`src/rtl/rr_arb_mux.sv`:
```
`default_nettype none
// ============================================================================
// Module   : rr_arb_mux
// Purpose  : M-input arbitrating multiplexer with one registered output stage.
//            In MODE 0 a rotating priority pointer gives round-robin fairness.
//            In MODE 1 the lowest-index valid channel always wins.
// Ports    : clk        - single clock, rising edge
//            reset      - synchronous, active-high
//            in_valid   - per-channel valid (M bits)
//            in_data    - channel i data in bits [i*N +: N]
//            in_ready   - one-hot/zero accept strobe (combinational)
//            out_valid  - output register holds a word
//            out_data   - registered data of the granted channel
//            out_sel    - registered index of the channel that supplied data
//            out_ready  - downstream accepts out_data this cycle
// Revision : 1.0 - initial release
// ============================================================================
module rr_arb_mux #(
    parameter  int N    = 64,
    parameter  int M    = 4,
    parameter  int MODE = 0,
    localparam int SW   = $clog2(M)
) (
    input  logic             clk,
    input  logic             reset,
    input  logic [M-1:0]     in_valid,
    input  logic [M*N-1:0]   in_data,
    output logic [M-1:0]     in_ready,
    output logic             out_valid,
    output logic [N-1:0]     out_data,
    output logic [SW-1:0]    out_sel,
    input  logic             out_ready
);

    // One extra bit so base + offset (at most 2M-2) never overflows before
    // the modulo-M correction.
    localparam logic [SW:0]   C_M    = (SW+1)'(M);
    localparam logic [SW-1:0] C_LAST = SW'(M-1);

    logic            r_out_valid;
    logic [N-1:0]    r_out_data;
    logic [SW-1:0]   r_out_sel;
    logic [SW-1:0]   r_ptr;

    logic            w_load_en;
    logic            w_found;
    logic [SW-1:0]   w_gnt;
    logic [N-1:0]    w_gnt_data;
    logic [SW-1:0]   w_ptr_next;
    logic [M-1:0]    w_ready;

    // The output register may take a new word when empty or being drained.
    assign w_load_en = !r_out_valid || out_ready;

    // Search ptr, ptr+1, ... wrapping modulo M; first valid channel wins.
    // Fixed-priority mode always starts the search at channel 0.
    always_comb begin : grant_search
        logic [SW:0]   v_idx;
        logic [SW-1:0] v_base;
        logic          v_found;
        logic [SW-1:0] v_gnt;
        v_found = 1'b0;
        v_gnt   = '0;
        v_idx   = '0;
        v_base  = (MODE == 1) ? '0 : r_ptr;
        for (int k = 0; k < M; k++) begin
            v_idx = {1'b0, v_base} + (SW+1)'(k);
            if (v_idx >= C_M) begin
                v_idx = v_idx - C_M;
            end
            if (!v_found && in_valid[v_idx[SW-1:0]]) begin
                v_found = 1'b1;
                v_gnt   = v_idx[SW-1:0];
            end
        end
        w_found = v_found;
        w_gnt   = v_gnt;
    end

    // Data mux of the granted channel.
    always_comb begin : data_mux
        w_gnt_data = '0;
        for (int i = 0; i < M; i++) begin
            if (w_gnt == SW'(i)) begin
                w_gnt_data = in_data[i*N +: N];
            end
        end
    end

    // Ready goes only to the granted channel, and only when the output stage
    // can load; forced low during reset so nothing is consumed.
    always_comb begin : ready_gen
        w_ready = '0;
        if (!reset && w_found && w_load_en) begin
            w_ready[w_gnt] = 1'b1;
        end
    end

    // Explicit wrap so non-power-of-two M never lands on index M.
    assign w_ptr_next = (w_gnt == C_LAST) ? '0 : (w_gnt + SW'(1));

    always_ff @(posedge clk) begin
        if (reset) begin
            r_out_valid <= 1'b0;
            r_out_data  <= '0;
            r_out_sel   <= '0;
            r_ptr       <= '0;
        end else if (w_load_en) begin
            if (w_found) begin
                r_out_valid <= 1'b1;
                r_out_data  <= w_gnt_data;
                r_out_sel   <= w_gnt;
                r_ptr       <= (MODE == 1) ? '0 : w_ptr_next;
            end else begin
                // Nothing to load: drop valid, keep last data/sel visible.
                r_out_valid <= 1'b0;
            end
        end
    end

    assign in_ready  = w_ready;
    assign out_valid = r_out_valid;
    assign out_data  = r_out_data;
    assign out_sel   = r_out_sel;

endmodule
`default_nettype wire

```
`config.mk`:
```
export PLATFORM = sky130hd
export DESIGN_NAME = rr_arb_mux
export DESIGN_NICKNAME = d
export VERILOG_FILES = /design/src/rtl/rr_arb_mux.sv
export SDC_FILE = /design/constraint.sdc
export NUM_CORES = 1
export LEC_CHECK = 0
export ABC_AREA = 1
export CELL_PAD_IN_SITES_DETAIL_PLACEMENT = 1
export CELL_PAD_IN_SITES_GLOBAL_PLACEMENT = 1
export CORE_MARGIN = 4
export CORE_UTILIZATION = 22
export CTS_CLUSTER_SIZE = 40
export DETAILED_ROUTE_END_ITERATION = 8
export GPL_TIMING_DRIVEN = 0
export HOLD_SLACK_MARGIN = 0.15
export PLACE_DENSITY_LB_ADDON = 0.15
export SLEW_MARGIN = 0
export SYNTH_ARGS = -nofsm -noshare
export SYNTH_HDL_FRONTEND = slang
export SYNTH_SLANG_ARGS = --single-unit
```
`constraint.sdc`:
```
create_clock -name clk -period 3.4 [get_ports clk]
set_clock_uncertainty 0.2 [all_clocks]
set_input_delay 0.51 -clock clk [delete_from_list [all_inputs] [get_ports clk]]
set_output_delay 0.51 -clock clk [all_outputs]
set_load 0.02 [all_outputs]
```
# Word-level counts from Yosys, hierarchy flattened
# Index checks and enable logic that the tools add are counted.
[op_classes]
add_sub_neg = 8
n_lt_le_gt_ge = 10
eq_ne = 3
mux = 29
reduce_logical = 14
[op_table]
columns = ["op", "n"]
rows = [
  ["64-bit 2-to-1 mux", 4],
  ["2-bit 2-to-1 mux", 9],
  ["2-bit by 3-bit < comparator with 1-bit output (second input constant)", 5],
  ["1-bit 2-to-1 mux", 10],
  ["3-bit >= comparator (second input constant)", 3],
  ["1-bit binary-select mux with 2-bit select", 4],
  ["2-bit by 1-bit subtractor with 2-bit output (second input constant)", 4],
  ["2-bit by 2-bit adder with 3-bit output (second input constant)", 2],
  ["1-bit logical AND", 6],
  ["1-bit zero test", 5],
  ["2-bit == test (second input constant)", 2],
  ["4-bit 2-to-1 mux", 1],
  ["2-bit by 1-bit adder with 3-bit output (second input constant)", 1],
  ["2-bit by 3-bit >= comparator with 1-bit output (second input constant)", 1],
  ["2-bit by 1-bit adder with 2-bit output (second input constant)", 1],
  ["1-bit demux with 2-bit select", 1],
  ["2-bit by 1-bit == test with 1-bit output (second input constant)", 1],
  ["2-bit by 1-bit >= comparator with 1-bit output (second input constant)", 1],
  ["2-bit zero test", 1],
  ["2-bit AND reduction", 1],
  ["1-bit logical OR", 1],
]
[totals]
reg_bits = 69
inputBits = 263

# Longest topological paths before layout
[depth]
depth_word = 19
mapped_depth = 23
ltp_nobuf = 21

# Worst setup path before layout
# OpenSTA, ideal clock, no wires.
[synth_timing]
path_type = "input to output"
start = "input in_valid[3]"
end = "output in_ready[1]"
t_arrival_ps = 2346
setup_slack_ps = 344
path_stages = 14
path_cell_list = "inv_1 > nand2_1 > nand3_1 > nand2_2 > inv_1 > nand2_1 > nand2_1 > nand2_1 > a21oi_1 > ha_1 > clkbuf_1 > clkbuf_1 > inv_1 > nor2_1"
[synth_via]
elab_chain_len = 17
[synth_lines]
columns = ["item", "line", "text"]
rows = [
  ["start: declaration", "26", "input logic [M-1:0] in_valid,"],
  ["1-bit binary-select mux with 2-bit select", "71", "if (!v_found && in_valid[v_idx[SW-1:0]]) begin"],
  ["1-bit 2-to-1 mux (implied by the code)", "71", ""],
  ["1-bit 2-to-1 mux", "71", ""],
  ["1-bit zero test", "71", ""],
  ["1-bit logical AND", "71", ""],
  ["1-bit 2-to-1 mux", "71", ""],
  ["1-bit zero test", "71", ""],
  ["1-bit logical AND", "71", ""],
  ["(+2 left out)", "-", ""],
  ["1-bit logical AND", "71", ""],
  ["2-bit 2-to-1 mux *", "71", ""],
  ["named net grant_search.v_gnt[0]", "61", "logic [SW-1:0] v_gnt;"],
  ["2-bit by 3-bit < comparator with 1-bit output (implied by the code) / 2-bit by 1-bit >= comparator with 1-bit output (equally long branches)", "95", "w_ready[w_gnt] = 1'b1;"],
  ["1-bit logical AND (implied by the code)", "95", ""],
  ["1-bit 2-to-1 mux (implied by the code)", "95", ""],
  ["1-bit demux with 2-bit select *", "95", ""],
  ["4-bit 2-to-1 mux *", "94", "if (!reset && w_found && w_load_en) begin"],
  ["end: declaration", "28", "output logic [M-1:0] in_ready,"],
]
# The timed path passes the listed nets; every way through them passes the cells marked *. The select of a mux whose other input is x is not followed.

# Worst setup path in the final report
[layout_timing]
start = "input in_valid[0]"
end = "output in_ready[3]"
# The elaborated chain is that of the path after synthesis.

==> flow_metrics.py <==
metrics = {
    "status": {
        "status": "completed",
    },
    "floorplanning": {
        "die_h_microns": 155,
        "num_rows": 53,
        "start_util": 0.225,
        "ioPinCount": 334,
        "core_sq_um": 21200,
        "dieArea_sq_um": 24000,
        "die_x_microns": 155,
    },
    "place": {
        "port_buffers": 333,
        "dp_hpwl_microns": 20500,
        "placed_cell_area_sq_um": 8430,
        "gp_congestion": 0.787,
    },
    "logic_synthesis": {
        "ys_warn_count": 0,
        "synth_nets": 1134,
        "synth-async-reset-ratio": 0,
        "yosysSeqAreaShare": 0.291,
        "synth_area_leaders": "dfxtp_1 (29%), nand2_1 (28%), o21ai_0 (14%), nor2_1 (11%), a21oi_1 (7.1%)",
        "ys_types": 21,
        "yosysMostFrequentCell": "nand2_1",
        "synth_top_area_share": 0.291,
        "synth-seq-cells": 69,
        "dominantRegCellSynth": "dfxtp_1",
        "synthTopCellsByCount": "nand2_1 (355), nor2_1 (139), o21ai_0 (131)",
        "netlist_area_sq_um": 4750,
        "synth_edf_count": 0,
        "synth_top_area_cell": "dfxtp_1",
        "synth.avg_cell_area_sq_um": 5.48,
        "synth_cells": 867,
    },
    "critical_path": {
        "max_stage_delay_ns": 0.42,
        "cpMaxStageDelayCell": "clkdlybuf4s50_1",
        "cp.required_ns": 2.69,
        "path_max_fanout": 10,
        "startpoint_type": "input pin",
        "worstSetupPathType": "input pin to primary output",
        "end_kind": "primary output",
        "critical_path.cell_chain": "clkdlybuf4s50_1, inv_1, nand2_2, nand3_4, nand2_4, inv_1, nand2_1, nand2_1, nand2_2, a21oi_4, buf_6, ha_2, inv_2, buf_8, buf_8, nor2_4, buf_6",
        "critPathArrivalTime_ns": 2.62,
        "ff2ff_path_depth": 22,
    },
    "clocking": {
        "cts_inserted_buffers": 9,
        "cts_tree": "built",
        "cts.clk_slew.worst_paths_ns": 0.05,
        "cts-root-buf": "clkbuf_16",
        "clkLatencyLatePin_ns": 0.34,
        "cts_buffer_depth": 2,
        "cts_max_level": 3,
        "cts_sinks": 69,
        "cts_hold_buf": 0,
    },
    "timing": {
        "holdWs_ns": 0.280,
        "worstMarginPinSlew_ns": 0.555,
        "layout_min_cycle_time_ns": 3.33,
        "finalSetupViolCount": 0,
        "slew-limit-headroom": 0.630,
        "maxSlewViolCount": 0,
        "finalCritPeriodShare": 0.980,
        "max_freq_mhz": 300,
        "hold_viol": 0,
    },
    "drt": {
        "routed_wl_microns": 25800,
        "first_pass_iters": 6,
        "vias": 6758,
        "drt_iter0_markers": 237,
        "vias_per_cell": 4.49,
        "drcViolationCount": 0,
        "wire_per_inst_microns": 17.1,
        "ant_nets": 0,
    },
    "cells_and_area": {
        "drive_above_1_share": 0.0976,
        "fin_area_sq_um": 9160,
        "syn2layout_area_growth_pct": 92.6,
        "fillers": 2789,
        "post-route-util": 0.433,
        "fin_nets": 1491,
        "multi_input_area_sq_um": 3160,
        "regArea_sq_um": 1380,
        "antenna_cells": 0,
    },
    "hold_path": {
        "min_path_type": "flip-flop to flip-flop",
        "min_path_cells": 2,
    },
    "power": {
        "power_density_nw_per_um2": 1200,
        "total_power_mw": 10.9,
        "irDropWorstVdd_mv": 0.389,
        "leakagePower_nw": 4.29,
    },
    "global_routing": {
        "track_usage": 0.205,
        "grt_max_degree": 17,
        "grt_pass1_vias": 6994,
        "antenna_found_initial": 0,
        "overflow": 0,
        "grt_pass1_wl_microns": 38500,
    },
    "job": {
        "maxCapViolations": 0,
    },
}
## stage by stage
stage	setup slack, ns	TNS (ns)	std cells
after global routing	-0.0546	-0.196	1504
after CTS	0.00415	0	1497
after global placement	-1.25	-56.98	1475
after floorplan	0.344	0	867
final	0.0696	0	1504
after detailed placement	-1.27	-59.82	1475
## cell type report
class                   instances  area share
multi-input cells             713       0.345
plain buffers                  60      0.0417
inverters                      22     0.00957
well taps                     275      0.0376
flip-flops and latches         69       0.151
clock inverters                 4     0.00765
clock buffers                  12      0.0280
repair buffers                349       0.379
## what timing repair did
item                                    4_1_cts  5_1_grt
endpoints found under the setup margin       68       68
resized for setup                            62       75
pin swaps                                     2        8
setup buffers                                 8        8
## worst max-delay path, delay by kind of cell
family | cells | cell delay [ns]
AND/OR/NAND/NOR | 7 | 0.58
adder cells (fa/ha/maj) | 1 | 0.17
buffers and inverters | 8 | 1.15
AO/OA/AOI/OAI | 1 | 0.20
## path summary, 6_finish.rpt
check                         startpoint            to  slack [ns]
setup / recovery             in_valid[0]   in_ready[3]        0.07
hold / removal              out_data[12]  out_data[12]        0.28
setup reg to reg  grant_search.v_base[0]  out_data[29]        0.27
hold reg to reg             out_data[12]  out_data[12]        0.28
## logic make-up after synthesis
kind of cell    after synthesis  synth area share
buf+inv                      85            0.0787
compound gates              198             0.208
simple gates                511             0.412
fa+ha+maj                     4            0.0105
flops                        69             0.291
## registers in the layout, indices dropped and copies added, names as in the netlist
signal,count
grant_search.v_base,2
out_data,64
out_valid,1
out_sel,2
## layer usage
| metal | share of wire | vias to the layer above | track usage |
|---|---|---|---|
| li1 | - | 3461 | - |
| met2 | 0.49 | 230 | 0.360 |
| met5 | 0 | - | 0 |
| met1 | 0.41 | 3044 | 0.240 |
| met4 | 0.015 | 0 | 0.0547 |
| met3 | 0.088 | 23 | 0.0665 |
## layout by cell type, fill, tap and decap left out, types with 10 or more instances in the layout
master / instances
clkbuf_2: 13
nor2_1: 137
nand2_1: 345
a21oi_1: 65
clkdlybuf4s50_1: 326
buf_4: 24
o21ai_0: 130
nand2_2: 11
buf_2: 10
clkbuf_1: 16
dfxtp_1: 68
inv_1: 12
## report_power, final
part | internal (mW) | leakage [nW] | switching, mW | total [mW]
logic | 3.38 | 3.55 | 5.21 | 8.58
clock network | 0.680 | 0.163 | 0.369 | 1.05
registers | 1.15 | 0.574 | 0.157 | 1.31
No activity file was read; power rests on OpenSTA's default activity.
